`config.mk`:
```
export PLATFORM = sky130hd
export DESIGN_NAME = program_counter_ras
export DESIGN_NICKNAME = d
export VERILOG_FILES = /design/src/rtl/program_counter_ras.sv
export SDC_FILE = /design/constraint.sdc
export NUM_CORES = 1
export LEC_CHECK = 0
export ABC_AREA = 1
export ABC_CLOCK_PERIOD_IN_PS = 16750
export CORE_ASPECT_RATIO = 1.2
export CORE_UTILIZATION = 30
export DETAILED_ROUTE_END_ITERATION = 7
export SLEW_MARGIN = 5
export SYNTH_ARGS = -nofsm -noshare
export SYNTH_HDL_FRONTEND = slang
export SYNTH_SLANG_ARGS = --single-unit
```
`constraint.sdc`:
```
create_clock -name clock -period 16.75 [get_ports clock]
set_input_delay 3.35 -clock clock [delete_from_list [all_inputs] [get_ports clock]]
set_output_delay 3.35 -clock clock [all_outputs]
set_load 0.1 [all_outputs]
```
`src/rtl/program_counter_ras.sv`:
```
// Fetch-stage program counter with stall, PS-driven next-PC select and a circular return-address stack.
// Optional build macro PC_ALIGN_CHECK_EN: aligns loaded targets down to INC and flags them via misaligned.
module program_counter_ras #(
  parameter int unsigned             WIDTH        = 64,
  parameter int unsigned             INC          = 4,
  parameter int unsigned             RAS_DEPTH    = 4,
  parameter logic [WIDTH-1:0]        RESET_VECTOR = '0
) (
  input  logic                             clock,
  input  logic                             reset,
  input  logic                             en,
  input  logic [1:0]                       PS,
  input  logic [WIDTH-1:0]                 in,
  input  logic                             link,
  input  logic                             ret,
  output logic [WIDTH-1:0]                 PC,
  output logic [WIDTH-1:0]                 PC4,
  output logic [WIDTH-1:0]                 ras_top,
  output logic [$clog2(RAS_DEPTH+1)-1:0]   ras_count,
  output logic                             ras_overflow,
  output logic                             ras_underflow,
  output logic                             misaligned
);

  localparam int unsigned CW = $clog2(RAS_DEPTH + 1);
  localparam int unsigned PW = (RAS_DEPTH > 1) ? $clog2(RAS_DEPTH) : 1;

  logic [WIDTH-1:0] stack [RAS_DEPTH];
  logic [PW-1:0]    top;
  logic [PW-1:0]    top_inc;
  logic [PW-1:0]    top_dec;
  logic             empty;
  logic             full;
  logic             pop_ok;
  logic             load;
  logic [WIDTH-1:0] raw_target;
  logic [WIDTH-1:0] next_pc;
  logic             next_mis;

  assign PC4     = PC + WIDTH'(INC);
  assign empty   = (ras_count == '0);
  assign full    = (ras_count == CW'(RAS_DEPTH));
  assign pop_ok  = ret && !empty;
  assign ras_top = empty ? '0 : stack[top];
  assign top_inc = (top == PW'(RAS_DEPTH - 1)) ? '0 : top + PW'(1);
  assign top_dec = (top == '0) ? PW'(RAS_DEPTH - 1) : top - PW'(1);

  // Next-PC select: a successful pop overrides PS; load marks externally supplied targets.
  always_comb begin
    raw_target = PC;
    load       = 1'b0;
    if (pop_ok) begin
      raw_target = stack[top];
      load       = 1'b1;
    end else begin
      case (PS)
        2'b00:   raw_target = PC;
        2'b01:   raw_target = PC4;
        2'b10: begin
          raw_target = PC + in;
          load       = 1'b1;
        end
        default: begin
          raw_target = in;
          load       = 1'b1;
        end
      endcase
    end
  end

`ifdef PC_ALIGN_CHECK_EN
  localparam logic [WIDTH-1:0] LOW_MASK = WIDTH'(INC) - WIDTH'(1);

  always_comb begin
    next_mis = load && ((raw_target & LOW_MASK) != '0);
    next_pc  = load ? (raw_target & ~LOW_MASK) : raw_target;
  end
`else
  always_comb begin
    next_mis = 1'b0;
    next_pc  = raw_target;
  end

  logic unused_load;
  assign unused_load = load;
`endif

  // PC, stack and sticky flags; stall freezes everything including misaligned.
  always_ff @(posedge clock) begin
    if (reset) begin
      PC            <= RESET_VECTOR;
      top           <= '0;
      ras_count     <= '0;
      ras_overflow  <= 1'b0;
      ras_underflow <= 1'b0;
      misaligned    <= 1'b0;
      for (int unsigned i = 0; i < RAS_DEPTH; i++) begin
        stack[i] <= '0;
      end
    end else if (en) begin
      PC         <= next_pc;
      misaligned <= next_mis;
      if (ret && empty) begin
        ras_underflow <= 1'b1;
      end
      if (link && ret) begin
        // Jump used the old top; replace it in place, or start a fresh entry when empty.
        if (empty) begin
          top          <= top_inc;
          stack[top_inc] <= PC4;
          ras_count    <= CW'(1);
        end else begin
          stack[top] <= PC4;
        end
      end else if (link) begin
        top            <= top_inc;
        stack[top_inc] <= PC4;
        if (full) begin
          ras_overflow <= 1'b1;
        end else begin
          ras_count <= ras_count + CW'(1);
        end
      end else if (pop_ok) begin
        top       <= top_dec;
        ras_count <= ras_count - CW'(1);
      end
    end
  end

endmodule

```
==> results.md, run 1 <==
* Share of the synthesized area in the top cell type at 32.7%
* Setup crit start: PC[2]$_SDFFE_PP0P_
* Synth async-reset ratio at 0%
* Final ANT Viol Nets at 0
* Seq. cell area at 9150 sq um
* Hold buffers post-CTS at 0
* Critical Path Source Type: register
* Post-Route WL at 99,200 um
* Max-cap violations at 0
* Synth Net Count at 3,684
* Fin crit period at 8030 ps
* Critical Path End: PC4[48]
* Clock power share at 24.9%
* DRC viols at 0
* Setup_tns at 0 ps
* Synth Area in Compound Gates at 10.8%
* Slowest cell on crit path: clkdlybuf4s50_1
* DRT iter0 DRCs at 2,235
* Critical path peak fanout at 8
* CTS tree: yes
* Largest net degree at the start of global routing at 86
* PostCTS Resize Cnt at 0
* WP data arrival at 4680 ps
* Actual slew at the worst max-slew pin at 1140 ps
* Area leader, netlist: edfxtp_1
* Register bit count reported by yosys at 329
* Fin Clk Skew at 10.1 ps
* Final Cycle Share at 47.9%
* Root buffer cell: clkbuf_16
* Crit path cell chain: ha_1, nand2_1, nor3_1, inv_1, nor2_1, nand3_1, xor2_1, clkdlybuf4s50_1
* Area contributors post-synth: edfxtp_1 33%, nand2_1 18%, nor2_1 11%
* Global-route wire length before repair at 144,000 um
* Synthesized area at 23,500 sq um
* WL per Instance at 20.8 um
* M2 GR Usage at 39.9%
* Synth top cells by count: 1,106 x nand2_1, 669 x nor2_1, 507 x inv_1, 256 x edfxtp_1, 221 x a21oi_1
* Die Wd at 257 um
* Post-synthesis mux area share at 0%
* Largest family of logic cells by synthesized area: simple AND/OR/NAND/NOR gates
* Area Overhead vs Synth at 19.9%
* GR peak layer: met2
* Post-CTS Setup Repair Bufs at 0
* Simple-Gate Fraction of Synth Area at 33.9%
* Peak VDD IR at 0.0000714 V
* Number of global-route vias before repair at 22,900
* Gate Count Post-Synth at 3,542
* Global Route met1 Usage at 30.9%
* LEAKAGE at 12.4 nW
* Internal power at 1.59 mW
* Core Util, Final at 36.3%
* GP Congestion at 0.986
* Comb pwr share at 40.4%
* Inserted Clock Buffers at 30
* Gr usage total at 24.2%
* DRT Pass-1 Iters at 6
* Most frequent cell after synthesis: nand2_1
* Seq/Total Area, Yosys at 38.9%
* Reg2reg end: stack[1][49]$_SDFFCE_PN0P_
* Sequential share of power at 34.8%
* Overall power at 2.86 mW
* Synth warnings at 0
* Total core area at 77,600 sq um
* Bufs on Longest Clock Path at 3
* Status: finished clean
* Slew HR at 23.7%
* CP endpoint kind: output port
* Starting Density at 30.3%
* Drt via density at 5.03
* Psw at 1.26 mW
* Worst Hold Class: register to register
* Total die area at 79,400 sq um
* Port-buffer cells at 267
* Worst-path clk slew at 70 ps
* Diodes inserted at 0
* Grt ovf at 0
* Syn Area/Cell at 6.63 sq um
* Placed wire-length estimate at 76,000 um
* # clock sinks at 329
* Worst-skew pair later-pin latency at 590 ps
* Max-slew violations at 0
* Synthesized-area fraction occupied by adder cells at 3.85%
* Power Dens Cells at 101 nW/um^2
* IO Pins at 269
* Final-report hold violation count at 0
* Met3 Resource Use GR at 2.52%
* Initial antenna violation count at 1
* RSZ-0062 raised after global routing: false
* Multi-input logic area at 11,900 sq um
* Share of layout cells above drive strength 1 at 3.01%
* Slowest stage delay, CP at 1250 ps
* Die Ht at 309 um
* Cell Rows at 112
* CTS H-Tree Depth at 1
* Crit Path Category: register to output port
* Switch share at 44.2%
* R2R setup slack at 13,000 ps
* Synth cell types at 41
* Worst R2R Start: ras_count[1]$_SDFFE_PP0P_
* Max Clk Rate at 0.125 GHz
* Reg2Reg Depth at 10
* Nets at 3,869
* Fillers at 8,462
* Critical path data required time at 13,400 ps
* Post-synthesis xor/xnor area fraction at 1.90%
* # setup viols final at 0
* Top_reg_cell synth: edfxtp_1
* Number of synthesized flops with an enable pin at 256
* Vias post-DR at 24,000
[metrics by stage]
step	hold WS [ps]	setup WS, ps	instances	area, sq um
2_1_floorplan	563	7370	3542	23500
3_3_place_gp	439	9040	4721	27200
3_5_place_dp	444	8990	4721	27200
4_1_cts	454	8770	4776	28200
5_1_grt	488	8590	4776	28200
6_report	454	8720	4776	28200
[how the worst min path moves through the flow]
stage | startpoint | to | slack [ps] | depth (start not counted)
after global placement | ras_underflow$_SDFFE_PP0P_ | ras_underflow$_SDFFE_PP0P_ | 440 | 2
after floorplan | top[1]$_SDFFE_PP0P_ | register | 560 | 2
after CTS | ras_underflow$_SDFFE_PP0P_ | ras_underflow$_SDFFE_PP0P_ | 450 | 2
final | ras_underflow$_SDFFE_PP0P_ | ras_underflow$_SDFFE_PP0P_ | 450 | 2
after detailed placement | ras_underflow$_SDFFE_PP0P_ | ras_underflow$_SDFFE_PP0P_ | 440 | 2
after global routing | ras_underflow$_SDFFE_PP0P_ | ras_underflow$_SDFFE_PP0P_ | 490 | 2
[cell type report]
| class | instances | share of cell area [%] |
|---|---|---|
| clock buffer | 38 | 2.85 |
| clock inverter | 17 | 0.675 |
| inverter | 511 | 6.83 |
| multi-input combinational | 2562 | 42.4 |
| sequential | 329 | 32.5 |
| tap | 1026 | 4.56 |
| timing repair buffer | 293 | 10.2 |
[critical path, delay by kind of cell (launching register included)]
| family | cells | cell delay, ps |
|---|---|---|
| adder cells (fa/ha/maj) | 1 | 360 |
| AND/OR/NAND/NOR | 4 | 1170 |
| buffers and inverters | 2 | 1370 |
| XOR/XNOR | 1 | 520 |
| flip-flops | 1 | 660 |
[power groups by stage]
| stage | clock network (mW) | logic (mW) | registers (mW) |
|---|---|---|---|
| after floorplan | 0 | 0.689 | 1.10 |
| after global placement | 0 | 1.14 | 1.01 |
| after detailed placement | 0 | 1.14 | 1.01 |
| after CTS | 0.717 | 1.14 | 0.991 |
| after global routing | 0.745 | 1.22 | 0.998 |
| final | 0.710 | 1.15 | 0.994 |
[flip-flops by register name (all words and copies together) (netlist names), named ones only]
register       cells
PC                64
ras_count          3
ras_overflow       1
ras_underflow      1
stack            256
top                2
[routing by layer]
layer  share of wire (%)  up-vias
met5                   0        -
met4                 6.2        0
met3                 6.5      220
met2                  46     1005
met1                  41    11200
li1                    -    11600
[kinds of logic after synthesis]
logic type               Yosys count
AO/OA/AOI/OAI                    423
XOR/XNOR                          51
adder cells (fa/ha/maj)           71
buffers and inverters            651
flip-flops                       329
other                              1
AND/OR/NAND/NOR                 2016
[layout by cell type (no fill, tap or decap), types with 4 or more instances in the layout]
master              n
a32o_1             62
ha_1               66
inv_1             503
nand3_1           138
xor2_1             41
clkinv_2            5
o21ai_0            96
inv_2               5
o211ai_1           19
o21bai_1            5
a211oi_1            5
nor3_1             48
clkbuf_1            7
clkbuf_16          31
clkdlybuf4s50_1   267
or2_2              16
a21oi_1           220
nand2_1          1101
nand3b_1            8
clkinvlp_4          4
edfxtp_1          256
nor2_1            668
buf_4              26
xnor2_1            10
nand4_1            24
dfxtp_1            72
No activity file was read; power rests on OpenSTA's default activity.
==> run 2: changes to the inputs <==
- ABC_CLOCK_PERIOD_IN_PS: 16750 -> 7700
- clock period: 16.75 -> 7.7 ns (I/O delays scaled with it)
==> results.md, run 2 (same netlist as run 1, synthesis figures left out) <==
* Status: finished clean
* Final Cycle Share at 80.1%
* Worst-path clk slew at 70 ps (about the same)
* Vias post-DR at 24,100 (+0.55%)
* Largest Register: stack
* Root buffer cell: clkbuf_16
* Critical Path Source Type: register
* Max reg flops at 256 (unchanged)
* Total die area at 79,400 sq um (unchanged)
* Setup_tns at 0 ps (unchanged)
* Port-buffer cells at 267 (unchanged)
* Die Ht at 309 um (unchanged)
* Largest net degree at the start of global routing at 86 (unchanged)
* Slowest stage delay, CP at 1250 ps (about the same)
* Fin Clk Skew at 18.5 ps (+8.40 ps)
* Share of layout cells above drive strength 1 at 3.28% (+0.26 points)
* Pre-CTS setup slack at 2180 ps (-6810 ps)
* CTS tree: yes
* # setup viols final at 0 (unchanged)
* Final ANT Viol Nets at 0 (unchanged)
* Worst setup margin at 1530 ps (-7190 ps)
* Grt ovf at 0 (unchanged)
* Area Overhead vs Synth at 20.2%
* Cell Rows at 112 (unchanged)
* CP endpoint kind: output port
* Max-cap violations at 0 (unchanged)
* Total core area at 77,600 sq um (unchanged)
* WP data arrival at 4630 ps (-50 ps)
* R2R setup slack at 3410 ps (-9590 ps)
* Die Wd at 257 um (unchanged)
* Starting Density at 30.3% (unchanged)
* Hold buffers post-CTS at 0 (unchanged)
* Slew HR at 22.7% (-1.0 points)
* Top Registers: stack x256, PC x64, ras_count x3
* Global-route wire length before repair at 145,000 um (+0.46%)
* Slowest cell on crit path: clkdlybuf4s50_1
* WL per Instance at 20.9 um (+0.54%)
* RSZ-0062 raised after global routing: false
* Hold_ws at 458 ps (+4.17 ps)
* LEAKAGE at 12.4 nW (+0.41%)
* GP Congestion at 0.983 (-0.38%)
* DRC viols at 0 (unchanged)
* Peak VDD IR at 0.000181 V (+150%)
* Critical path peak fanout at 8 (unchanged)
* DRT Pass-1 Iters at 6 (unchanged)
* Initial antenna violation count at 0 (-1)
* Actual slew at the worst max-slew pin at 1160 ps (+15.5 ps)
* Critical path data required time at 6160 ps (-7240 ps)
* Crit path cell chain: ha_1, nand2_1, nor3_1, inv_1, nor2_1, nand3_1, xor2_1, clkdlybuf4s50_1
* Post-CTS Setup Repair Bufs at 0 (unchanged)
* Nets at 3,873 (+0.10%)
* Diodes inserted at 0 (unchanged)
* Drt via density at 5.05 (+0.49%)
* Most frequent cells in the layout: 1,101 x nand2_1, 668 x nor2_1, 503 x inv_1
* Post-Route WL at 99,800 um (+0.61%)
* Crit Path Category: register to output port
* IO Pins at 269 (unchanged)
* DRT iter0 DRCs at 2,224 (-0.49%)
* Inserted Clock Buffers at 29 (-3.3%)
* Bufs on Longest Clock Path at 3 (unchanged)
* Final-report hold violation count at 0 (unchanged)
* # clock sinks at 329 (unchanged)
* Power Dens Cells at 222 nW/um^2 (+120%)
* CTS H-Tree Depth at 1 (unchanged)
* Largest delay share family, worst path: buffers and inverters
* Number of global-route vias before repair at 22,900 (+0.29%)
* WP buf/inv at 2 (unchanged)
* Worst-skew pair later-pin latency at 570 ps (-20 ps)
* Fin crit period at 6170 ps
* Max Clk Rate at 0.162 GHz
* PostCTS Resize Cnt at 0 (unchanged)
* Max-slew violations at 0 (unchanged)
* Placed wire-length estimate at 76,900 um (+1.2%)
* Worst Hold Class: register to register
* Gr usage total at 24.3% (+0.15 points)
* Core Util, Final at 36.4% (+0.094 points)
* Most common cell after layout, fill and taps aside: nand2_1
run 2: cell types whose count changed in the layout (fill, tap and decap cells not counted), sizes merged:
cell,before,now
inv,511,510
bufinv,3,4
buf,26,31
clkinv,10,11
clkbuf,38,35
run 2: final timing paths:
check                        startpoint                          to  cells after the start
max reg2reg   ras_count[1]$_SDFFE_PP0P_          PC[4]$_SDFFE_PP0P_                     13
max                  PC[2]$_SDFFE_PP0P_                     PC4[48]                      8
min reg2reg  ras_underflow$_SDFFE_PP0P_  ras_underflow$_SDFFE_PP0P_                      2
min          ras_underflow$_SDFFE_PP0P_  ras_underflow$_SDFFE_PP0P_                      2
run 2: layout make-up:
type	instances	area [sq um]
Multi-Input combinational cell	2562	11900
Clock buffer	35	821
Fill cell	8423	49400
Timing Repair Buffer	298	2910
Inverter	511	1920
Sequential cell	329	9150
Clock inverter	18	206
Tap cell	1026	1280
run 2: layer usage:
| metal | vias up | GRT usage [%] | part of all wire [%] |
|---|---|---|---|
| met5 | - | 0 | 0 |
| met4 | 0 | 14.7 | 6.8 |
| met1 | 11100 | 30.9 | 40 |
| li1 | 11600 | - | - |
| met3 | 264 | 2.66 | 7.4 |
| met2 | 1131 | 39.8 | 45 |
run 2: through the flow:
stage               std cells  instance area [sq um]  power (mW)
floorplan                3542                  23500        3.90
global placement         4726                  27200        4.68
detailed placement       4726                  27200        4.69
CTS                      4779                  28200        6.26
global route             4779                  28200        6.49
finish                   4779                  28200        6.27
run 2: worst register-to-register path: cells and delay by family (launching register included):
family	cells	cell delay, ps
buffers and inverters	7	2410
AND/OR/NAND/NOR	4	1060
flip-flops	1	360
AO/OA/AOI/OAI	2	360
run 2: power by group:
| part | switching, mW | leakage (nW) | internal (mW) | total, mW |
|---|---|---|---|---|
| clock | 0.695 | 0.499 | 0.896 | 1.59 |
| sequential | 0.125 | 3.26 | 2.03 | 2.16 |
| combinational | 1.93 | 8.66 | 0.590 | 2.52 |
| total | 2.75 | 12.4 | 3.52 | 6.27 |
==> run 3: changes to the inputs <==
- ABC_CLOCK_PERIOD_IN_PS: 7700 -> 5000
- clock period: 7.7 -> 5 ns (I/O delays scaled with it)
==> results.md, run 3 (same netlist as run 1, synthesis figures left out) <==
* Most frequent cells in the layout: 1,101 x nand2_1, 668 x nor2_1, 503 x inv_1
* Initial antenna violation count at 1 (+1)
* Slowest stage delay, CP at 770 ps (-480 ps)
* Die Ht at 309 um (unchanged)
* Final Cycle Share at 95.1%
* Peak VDD IR at 0.000237 V (+31%)
* Hold buffers post-CTS at 0 (unchanged)
* Max reg flops at 256 (unchanged)
* Final-report hold violation count at 0 (unchanged)
* WP data arrival at 3760 ps (-870 ps)
* RSZ-0062 raised after global routing: false
* # setup viols final at 0 (unchanged)
* Die Wd at 257 um (unchanged)
* Max Clk Rate at 0.210 GHz
* Inserted Clock Buffers at 30 (+3.4%)
* Critical Path Source Type: register
* # clock sinks at 329 (unchanged)
* Fin crit period at 4760 ps
* Slew HR at 23.1% (+0.44 points)
* LEAKAGE at 12.7 nW (+2.5%)
* CTS tree: yes
* Core Util, Final at 36.3% (-0.085 points)
* DRC viols at 0 (unchanged)
* Share of layout cells above drive strength 1 at 6.71% (+3.4 points)
* Worst-skew pair later-pin latency at 580 ps (about the same)
* Placed wire-length estimate at 77,300 um (+0.44%)
* Number of global-route vias before repair at 23,000 (+0.27%)
* Worst setup margin at 244 ps (-1290 ps)
* Actual slew at the worst max-slew pin at 1150 ps (-6.56 ps)
* CP endpoint kind: output port
* Critical path data required time at 4000 ps (-2160 ps)
* Max-cap violations at 0 (unchanged)
* Starting Density at 30.3% (unchanged)
* Post-Route WL at 99,300 um (-0.42%)
* Root buffer cell: clkbuf_16
* IO Pins at 269 (unchanged)
* DRT Pass-1 Iters at 6 (unchanged)
* Total die area at 79,400 sq um (unchanged)
* Status: finished clean
* Global-route wire length before repair at 145,000 um (about the same)
* Nets at 3,887 (+0.36%)
* Non-Filler Instances at 4,796 (+0.36%)
* Largest net degree at the start of global routing at 129 (+50%)
* Worst-path clk slew at 80 ps (about the same)
* Max-slew violations at 0 (unchanged)
* Post-CTS Setup Repair Bufs at 0 (unchanged)
* Cell Rows at 112 (unchanged)
* Total core area at 77,600 sq um (unchanged)
* Area Overhead vs Synth at 19.9%
* Worst Hold Class: register to register
* Vias post-DR at 24,000 (-0.68%)
* Critical path peak fanout at 8 (unchanged)
* Bufs on Longest Clock Path at 3 (unchanged)
* WP buf/inv at 1 (-1)
* CTS H-Tree Depth at 1 (unchanged)
* Largest delay share family, worst path: simple AND/OR/NAND/NOR gates
* Most common cell after layout, fill and taps aside: nand2_1
* DRT iter0 DRCs at 2,364 (+6.3%)
* Cells after DPL at 4,739 (+0.28%)
* Fin Clk Skew at 18.5 ps (-0.00660 ps)
* Port-buffer cells at 267 (unchanged)
* Top Registers: stack x256, PC x64, ras_count x3
* Crit path cell chain: nand3_2, nor2_4, nand2_1, nor2_1, nand2_1, xnor2_1, buf_4
* Final ANT Viol Nets at 0 (unchanged)
* PostCTS Resize Cnt at 0 (unchanged)
* GP Congestion at 1.01 (+3.2%)
* Drt via density at 5.00 (-1.0%)
* Largest Register: stack
* Pre-CTS setup slack at 861 ps (-1320 ps)
* Crit path top cell by count: nand2_1
* WL per Instance at 20.7 um (-0.77%)
* Gr usage total at 24.4% (about the same)
* Fillers at 8,450 (+0.32%)
* Grt ovf at 0 (unchanged)
* Slowest cell on crit path: xnor2_1
* Setup_tns at 0 ps (unchanged)
* Crit Path Category: register to output port
* Power Dens Cells at 337 nW/um^2 (+52%)
==> run 3: changes by cell type in the layout (fill, tap and decap cells not counted) <==
cell	change
clkinv_2	+3
diode_2	+1
clkdlybuf4s50_1	-121
buf_4	+117
buf_12	+17
clkinvlp_4	-1
clkbuf_1	+2
clkinv_4	-1
bufinv_16	-2
clkinv_1	+5
clkbuf_8	-3
==> run 3: path summary, 6_finish.rpt <==
check	cells after the start	to	slack [ps]	from
min reg2reg	2	ras_underflow$_SDFFE_PP0P_	460	ras_underflow$_SDFFE_PP0P_
max reg2reg	9	PC[27]$_SDFFE_PP0P_	1560	PC[2]$_SDFFE_PP0P_
max	7	PC4[29]	240	PC[2]$_SDFFE_PP0P_
min	2	ras_underflow$_SDFFE_PP0P_	460	ras_underflow$_SDFFE_PP0P_
==> run 3: worst min-delay path, cell delays in order (launching register included) <==
cell and delay (ps):
dfxtp_1 310, inv_1 50, a21oi_1 50
==> run 3: final cells by class <==
class                      count  area (sq um)  share of cell area (%)
tap                         1026          1280                    4.56
antenna                        1          2.50                 0.00888
clock buffer                  34           787                    2.79
multi-input combinational   2562         11900                    42.4
inverter                     511          1920                    6.82
timing repair buffer         311          2910                    10.3
sequential                   329          9150                    32.5
clock inverter                22           164                   0.582
==> run 3: power by group <==
| group | switching [mW] | internal (mW) | leakage [nW] | total (mW) |
|---|---|---|---|---|
| logic | 2.99 | 0.911 | 9.00 | 3.90 |
| clock network | 1.06 | 1.23 | 0.467 | 2.29 |
| registers | 0.179 | 3.13 | 3.26 | 3.31 |
==> run 3: per-layer routing <==
metal  up-vias  wire length, um  track usage, %
li1      11700                -               -
met1     11100            40500            31.4
met3       220             7180            2.61
met4         0             6400            14.3
met2      1037            45300            39.5
met5         -                0               0
==> run 3: through the flow <==
stage	power (mW)	hold WS, ps	instance area (sq um)
2_1_floorplan	6.00	563	23500
3_3_place_gp	7.22	443	27200
3_5_place_dp	7.22	451	27200
4_1_cts	9.49	461	28200
5_1_grt	9.86	465	28200
6_report	9.50	461	28200
